--- config.mk ---
export PLATFORM = sky130hd
export DESIGN_NAME = sdram_request_adapter
export DESIGN_NICKNAME = d
export VERILOG_FILES = /design/src/rtl/sdram_request_adapter.sv
export SDC_FILE = /design/constraint.sdc
export NUM_CORES = 1
export LEC_CHECK = 0
export ABC_AREA = 0
export ABC_CLOCK_PERIOD_IN_PS = 2900
export BUFFER_PORTS_ARGS = -buffer_cell sky130_fd_sc_hd__buf_2
export CAP_MARGIN = 30
export CORE_MARGIN = 4
export CORE_UTILIZATION = 24
export CTS_BUF_LIST = sky130_fd_sc_hd__clkbuf_16
export DETAILED_ROUTE_END_ITERATION = 10
export GPL_TIMING_DRIVEN = 0
export PLACE_DENSITY = 0.54
export SLEW_MARGIN = 20
export SYNTH_ARGS = -nofsm -noshare
export SYNTH_HDL_FRONTEND = slang
export SYNTH_SLANG_ARGS = --single-unit
--- constraint.sdc ---
create_clock -name clk -period 2.9 [get_ports clk]
set_input_delay 0.435 -clock clk [delete_from_list [all_inputs] [get_ports clk]]
set_output_delay 0.435 -clock clk [all_outputs]
set_load 0.01 [all_outputs]
--- src/rtl/sdram_request_adapter.sv ---
// Client-side front end for the 4M x 16 SDRAM controller: buffers one valid/ready
// request, drives the controller's level-held command, and packs burst beats.
module sdram_request_adapter #(
    parameter int BURST_LENGTH = 1,
    parameter int ADDR_WIDTH   = 22
) (
    input  logic                      clk,
    input  logic                      reset,
    input  logic                      req_valid,
    output logic                      req_ready,
    input  logic                      req_write,
    input  logic [ADDR_WIDTH-1:0]     req_address,
    input  logic [16*BURST_LENGTH-1:0] req_wdata,
    output logic                      rsp_valid,
    input  logic                      rsp_ready,
    output logic [16*BURST_LENGTH-1:0] rsp_data,
    output logic                      wr_complete,
    output logic [1:0]                command,
    output logic [ADDR_WIDTH-1:0]     data_address,
    output logic [15:0]               data_write,
    input  logic [15:0]               data_read,
    input  logic                      data_read_valid,
    input  logic                      data_write_done
);

    localparam int DW = 16 * BURST_LENGTH;
    localparam int IW = $clog2(BURST_LENGTH) + 1;
    localparam logic [IW-1:0] LAST_BEAT = IW'(BURST_LENGTH - 1);
    localparam logic [IW-1:0] BEAT_CNT  = IW'(BURST_LENGTH);

    localparam logic [1:0] CMD_IDLE  = 2'd0;
    localparam logic [1:0] CMD_WRITE = 2'd1;
    localparam logic [1:0] CMD_READ  = 2'd2;

    typedef enum logic [2:0] {
        ST_IDLE,
        ST_ISSUE,
        ST_WBURST,
        ST_RBURST,
        ST_RESP
    } state_t;

    state_t                state_q, state_d;
    logic                  buf_valid_q, buf_valid_d;
    logic                  buf_write_q;
    logic [ADDR_WIDTH-1:0] buf_addr_q;
    logic [DW-1:0]         buf_wdata_q;
    logic                  op_write_q, op_write_d;
    logic [DW-1:0]         wbeats_q, wbeats_d;
    logic [IW-1:0]         idx_q, idx_d;
    logic [1:0]            cmd_q, cmd_d;
    logic [ADDR_WIDTH-1:0] addr_q, addr_d;
    logic [15:0]           dwr_q, dwr_d;
    logic [DW-1:0]         rsp_data_q, rsp_data_d;
    logic                  wr_complete_q, wr_complete_d;
    logic                  accept;
    logic [IW-1:0]         idx_next;

    // Valid/ready: a transfer happens on a rising edge where both are high; the
    // sender holds valid and payload stable until then, and ready never depends on valid.
    assign rsp_valid = (state_q == ST_RESP);
    assign req_ready = !reset && !buf_valid_q && !(rsp_valid && !rsp_ready);
    assign accept    = req_valid && req_ready;

    assign command      = cmd_q;
    assign data_address = addr_q;
    assign data_write   = dwr_q;
    assign rsp_data     = rsp_data_q;
    assign wr_complete  = wr_complete_q;

    function automatic logic [IW-1:0] sat_inc(input logic [IW-1:0] i);
        return (i >= LAST_BEAT) ? LAST_BEAT : i + 1'b1;
    endfunction

    function automatic logic [15:0] beat_of(input logic [DW-1:0] beats, input logic [IW-1:0] i);
        return beats[16*int'(i) +: 16];
    endfunction

    always_comb begin
        state_d       = state_q;
        buf_valid_d   = buf_valid_q;
        op_write_d    = op_write_q;
        wbeats_d      = wbeats_q;
        idx_d         = idx_q;
        cmd_d         = cmd_q;
        addr_d        = addr_q;
        dwr_d         = dwr_q;
        rsp_data_d    = rsp_data_q;
        wr_complete_d = 1'b0;
        idx_next      = sat_inc(idx_q);

        if (accept) begin
            buf_valid_d = 1'b1;
        end

        case (state_q)
            ST_IDLE: begin
                if (buf_valid_q) begin
                    addr_d      = buf_addr_q;
                    dwr_d       = buf_wdata_q[15:0];
                    cmd_d       = buf_write_q ? CMD_WRITE : CMD_READ;
                    op_write_d  = buf_write_q;
                    wbeats_d    = buf_wdata_q;
                    idx_d       = '0;
                    buf_valid_d = 1'b0;
                    state_d     = ST_ISSUE;
                    // Beats the controller never delivers must read back as zero.
                    if (!buf_write_q) begin
                        rsp_data_d = '0;
                    end
                end
            end
            ST_ISSUE: begin
                if (op_write_q && data_write_done) begin
                    cmd_d   = CMD_IDLE;
                    idx_d   = sat_inc('0);
                    dwr_d   = beat_of(wbeats_q, sat_inc('0));
                    state_d = ST_WBURST;
                end else if (!op_write_q && data_read_valid) begin
                    cmd_d            = CMD_IDLE;
                    rsp_data_d[15:0] = data_read;
                    idx_d            = IW'(1);
                    state_d          = ST_RBURST;
                end
            end
            ST_WBURST: begin
                if (data_write_done) begin
                    idx_d = idx_next;
                    dwr_d = beat_of(wbeats_q, idx_next);
                end else begin
                    dwr_d         = '0;
                    wr_complete_d = 1'b1;
                    idx_d         = '0;
                    state_d       = ST_IDLE;
                end
            end
            ST_RBURST: begin
                if (data_read_valid) begin
                    if (idx_q < BEAT_CNT) begin
                        rsp_data_d[16*int'(idx_q) +: 16] = data_read;
                        idx_d = idx_q + 1'b1;
                    end
                end else begin
                    state_d = ST_RESP;
                end
            end
            ST_RESP: begin
                if (rsp_ready) begin
                    idx_d   = '0;
                    state_d = ST_IDLE;
                end
            end
            default: begin
                state_d = ST_IDLE;
            end
        endcase
    end

    always_ff @(posedge clk) begin
        if (reset) begin
            state_q       <= ST_IDLE;
            buf_valid_q   <= 1'b0;
            buf_write_q   <= 1'b0;
            buf_addr_q    <= '0;
            buf_wdata_q   <= '0;
            op_write_q    <= 1'b0;
            wbeats_q      <= '0;
            idx_q         <= '0;
            cmd_q         <= CMD_IDLE;
            addr_q        <= '0;
            dwr_q         <= '0;
            rsp_data_q    <= '0;
            wr_complete_q <= 1'b0;
        end else begin
            state_q       <= state_d;
            buf_valid_q   <= buf_valid_d;
            op_write_q    <= op_write_d;
            wbeats_q      <= wbeats_d;
            idx_q         <= idx_d;
            cmd_q         <= cmd_d;
            addr_q        <= addr_d;
            dwr_q         <= dwr_d;
            rsp_data_q    <= rsp_data_d;
            wr_complete_q <= wr_complete_d;
            if (accept) begin
                buf_write_q <= req_write;
                buf_addr_q  <= req_address;
                buf_wdata_q <= req_wdata;
            end
        end
    end

endmodule
* Yosys cells after proc, flatten, opt, wreduce, memory -nomap -nowiden
Cells that the tools add are included.
Cells by class: divide/modulo/power cells 0, order comparisons 2, bitwise logic cells 1, multipliers 0, add/subtract/negate cells 2, multiplexer cells 37, shift operators 3, equal/unequal tests 15, reductions and logical operators 23
Operators with widths (number):
- 2-to-1 mux 16 bit | 9
- case mux 16 bit (3 select lines) | 2
- negation 5 -> 33 bit | 1
- variable shift 16 x 33 -> 16 bit, first input constant | 1
- variable part select 16 x 33 -> 16 bit | 1
- 2-to-1 mux 3 bit | 6
- inequality test 2 bit, second input constant | 9
- bitwise mux 16 bit | 1
- variable part select 16 x 6 -> 16 bit | 1
- case mux 3 bit (5 select lines) | 1
- 2-to-1 mux 1 bit | 12
- 2-to-1 mux 2 bit | 4
- AND reduction 7 bit | 1
- == test 3 x 2 -> 1 bit, second input constant | 2
- logical AND 1 bit | 6
- AND reduction 3 bit | 2
- AND reduction 6 bit | 1
- nonzero test 3 bit | 2
- zero test 1 bit | 5
- case mux 1 bit (5 select lines) | 1
- AND reduction 5 bit | 1
- nonzero test 5 bit | 1
- case mux 2 bit (2 select lines) | 1
- == test 3 x 1 -> 1 bit, second input constant | 1
- other kinds (11) | 11
Word-level totals: logic and storage cells 96, output and inout bits 59, memories 0, register bits 118, memory bits (read-only) 0, memory bits (writable) 0, latch bits 0

* Depth between registers and ports, before layout
word-level depth 8, gate-level depth with buffers 7, depth with buffers taken out 4

* Least setup slack after synthesis
Ideal clock, no wire load.
path kind register -> output, from register state_q[0], to output req_ready, setup slack 1.197 ns, arrival time 1.268 ns, cell stages (with the launch flop) 6, buffers on the path 2, required time 2.465 ns, path through dfxtp_1 > buf_2 > buf_2 > nor3b_1 > nor2b_1 > nor3_1
Between the ends: word-level cells in the longest chain between the ends 4
Ends and longest elaborated chain:
- start, declared | RTL line 43 | state_t state_q, state_d;
- start signal, assigned | RTL line 175 | state_q <= state_d;
- == test 3 bit | RTL line 61 | assign rsp_valid = (state_q == ST_RESP);
- via rsp_valid | RTL line 14 | output logic rsp_valid,
- logical AND 1 bit | RTL line 62 | assign req_ready = !reset && !buf_valid_q && !(rsp_valid && !rsp_ready);
- zero test 1 bit | RTL line 62
- logical AND 1 bit | RTL line 62
- end, declared | RTL line 10 | output logic req_ready,
The timed path passes the listed nets, and every way through them passes these cells.

* Worst setup path after layout
from register state_q[0], to output req_ready
Between the ends: word-level cells in the longest chain between the ends 4
Ends and longest elaborated chain (RTL line):
- == test 3 bit | 61
- logical AND 1 bit | 62
- zero test 1 bit | 62
- logical AND 1 bit | 62
Every way passes these cells.

==> run summary <==
For the final hold violation count, the log shows 0. The critical path class was flip-flop to output pin. The post-synthesis async set-or-reset flop share was 0%; the post-DP HPWL was 9.629 mm.

Gates resized during post-CTS repair numbered 0. The tools report the overall global routing resource usage as 13.02%. Static timing analysis puts the maximum clock frequency at 0.4560 GHz. The tool flagged a number of max-cap violations equal to 0. TritonCTS built the clock tree. For this run, the post-layout net count is 745. STA puts the critical path data arrival time at 1.76 ns. Largest voltage drop on the vdd net: 0.4092 mV. In this run the worst hold path is classified as primary input to flip-flop. For this run, design rule violations remaining after detail routing come to 0. Once the clock tree was built, the setup fixing pass inserted 0 buffers.

The number of antenna diodes was 0; the unique cell type count in the Yosys netlist was 38. The congestion estimate from routability-driven global placement came to 0.8006. The launching element type of the critical path was a flip-flop. The number of buffers created by CTS was 17; the number of antenna violations at the first check in global routing was 0. The tools report the final number of max-transition violations as 0.

The post-route netlist has 24.96% of its cells at a drive strength greater than 1. For the sequential-to-total area share from yosys stat, the log shows 53.41%. The flow ran to the end, and the final reports show no timing, DRC or antenna violations. Entering global routing, the biggest net connects 17 pins. The instance count of the mapped netlist is 547, and the routed via count divided by cell count is 4.433.

For the residual overflow from global routing, the log shows 0. Prior to clock tree synthesis, the placed netlist has a worst setup slack of 0.7666 ns. For this design the static power due to leakage is 0.002398 uW. No sink is reached through more buffers than the 2 on the longest clock path.

Once detail routing completed, the nets flagged for antenna violations numbered 0. The total negative slack for setup checks is 0 ns. STA classifies the critical path endpoint as an output pin.

In this run the horizontal extent of the chip is 143.8 um. In the post-route analysis, the smallest setup slack over all paths is 0.7070 ns. The final route contains 4,105 vias. The library cell used most frequently in the layout, excluding fill and tap cells, is nand2_1. The die boundary height is 143.8 um, and the number of levels in the clock H-tree is 4. STA puts the critical path data required time at 2.47 ns.

Most used flip-flop cell after synthesis: dfxtp_1. For the worst clock skew on the final layout, the log shows 0.009821 ns. The root buffer cell chosen for the clock tree is clkbuf_16. The number of global-route vias before repair is 3,775. For the worst-skew pair, the clock arrives at the later sink with an insertion delay of 0.41 ns. After clock tree synthesis, the clock-pin slew on the worst setup and hold paths is 0.06 ns. Counting every sink on the clock net gives 118. The flip-flop and latch count after synthesis was 118; the slew at the pin closest to its max-slew limit was 0.6570 ns. The die outline area was 20,670 um2; the count of pins on the block boundary was 120. Number of warnings reported in the yosys synthesis log: 0. The tools report the initial core utilization as 24.54%.

After floorplanning, the core was divided into 49 placement rows. After synthesis, the mean cell area works out to 8.086 um2. The detailed router finished its first iteration with 312 violations. In this run the tightest slew margin relative to its limit is 56.20%. The synthesized design contains 0 enable-type register cells. The run gives 4423 um2 as the synthesized cell area.

The slowest stage of the critical path is the dfxtp_1 cell. For this block, the routed nets add up to 13.30 mm of wire. The critical path contains buffers and inverters numbering 3 combined. Buffers inserted to repair hold after CTS numbered 0. The largest single stage delay on the critical path is 0.31 ns. After layout, the worst path uses 75.62% of the clock period. Along the worst path, the maximum fanout reaches 10. Setup repair after global routing left no endpoint under its margin. The first global-routing pass estimated 20.60 mm of wire.

For the total core area, the log shows 18,020 um2. In this design, the largest share of critical-path delay is due to buffers and inverters. The post-synth net total was 608. In the final routed layout, each cell accounts on average for 14.37 um.

The layout-stage area growth over the synthesis result came out at 31.68%. The logs give 1,980 for the number of fillers in the final layout and 5 for the first-pass detailed-route iteration total. Setup violations remaining at the end of the flow were counted as 0. Traced cell by cell, the critical path runs through buf_2 -> buf_2 -> nor3b_1 -> nor2b_1 -> nor3_1 -> buf_2. The clock period could shrink to 2.193 ns. The top cell types in the final layout, fill and taps aside, are 177 x nand2_1, 135 x buf_2, 118 x dfxtp_1. Power spread over the standard cell area amounts to 761.7 nW/um2.

Dominant cell type by count on the critical path: buf_2. Count of buffers inserted at the top-level ports: 118.
[worst register-to-register path: stages, from the launching register on]
cell,delay [ns]
dfxtp_1,0.30
buf_6,0.13
nand3b_1,0.21
a211o_1,0.43
buf_2,0.24
a221oi_1,0.32
nor3_1,0.10
[Yosys cell counts, drive strengths merged (2+ instances only)]
cell    count  area share (%)
clkbuf     20             1.7
inv         4            0.34
and3        3            0.54
nand2b      2            0.28
mux2        2            0.51
a21oi     100              11
buf        23             3.3
nor2b       3            0.42
nand2     177              15
nor3       21             2.4
a221oi     16             3.2
dfxtp     118              53
nand3      18             2.1
nor2       18             1.5
o21ai       4            0.45
[report_power, final]
part           switching [uW]  internal, uW  leakage, uW
logic                     482           275      0.00117
registers                66.2          1750     0.000962
clock network             717          1140     0.000262
total                    1270          3170      0.00240
[layer usage]
| layer | part of all wire, % | routed length (um) | up-vias | GRT usage (%) |
|---|---|---|---|---|
| met5 | 0 | 0 | - | 0 |
| met4 | 0.95 | 126 | 0 | 4.014 |
| met3 | 7.6 | 1014 | 10 | 4.393 |
| met2 | 45 | 5982 | 121 | 20.21 |
| met1 | 46 | 6180 | 1847 | 17.16 |
| li1 | - | - | 2127 | - |
[logic make-up after synthesis]
kind of cell,Yosys count,synth area share [%]
buffers and inverters,47,5.318
muxes,3,0.7355
and+or+nand+nor,249,23.62
AOI/OAI and AO/OA,130,16.92
DFF,118,53.41
[final cells by class]
cell class / instances / area, um2 / area share, %
Multi-Input combinational cell: 382 / 1826 / 31.34
Sequential cell: 118 / 2362 / 40.56
Clock buffer: 17 / 425.4 / 7.304
Tap cell: 229 / 286.5 / 4.919
Buffer: 43 / 220.2 / 3.781
Clock inverter: 15 / 98.84 / 1.697
Timing Repair Buffer: 118 / 590.6 / 10.14
Inverter: 4 / 15.01 / 0.2578
[registers in the layout (all words and copies together) (netlist names), 2 cells and up]
name          flops
buf_addr_q       22
data_address     22
buf_wdata_q      16
data_write       16
rsp_data         16
wbeats_q         16
state_q           3
command           2
[stage by stage]
stage | hold WS (ns) | instance area, um2 | total power (uW) | std cells | util (%)
global route | 0.2484 | 5824 | 4675 | 926 | 32.31
finish | 0.2630 | 5824 | 4436 | 926 | 32.31
floorplan | 0.4321 | 4423 | 2320 | 547 | -
detailed placement | 0.4426 | 5300 | 2618 | 894 | 29.40
global placement | 0.4398 | 5300 | 2616 | 894 | 29.40
CTS | 0.2375 | 5824 | 4502 | 926 | 32.31
[path summary, 6_finish.rpt]
path,end,slack (ns),depth (start not counted),start
hold / removal,buf_wdata_q[9]$_SDFFE_PP0P_,0.26,3,req_wdata[9]
setup / recovery,req_ready,0.71,6,state_q[0]$_SDFFE_PP0P_
setup reg to reg,data_write[7]$_SDFFE_PP0P_,1.06,6,state_q[1]$_SDFFE_PP0P_
hold reg to reg,data_address[12]$_SDFFE_PP0P_,0.45,2,buf_addr_q[12]$_SDFFE_PP0P_
Note: power is estimated with default switching activity, not from simulation.
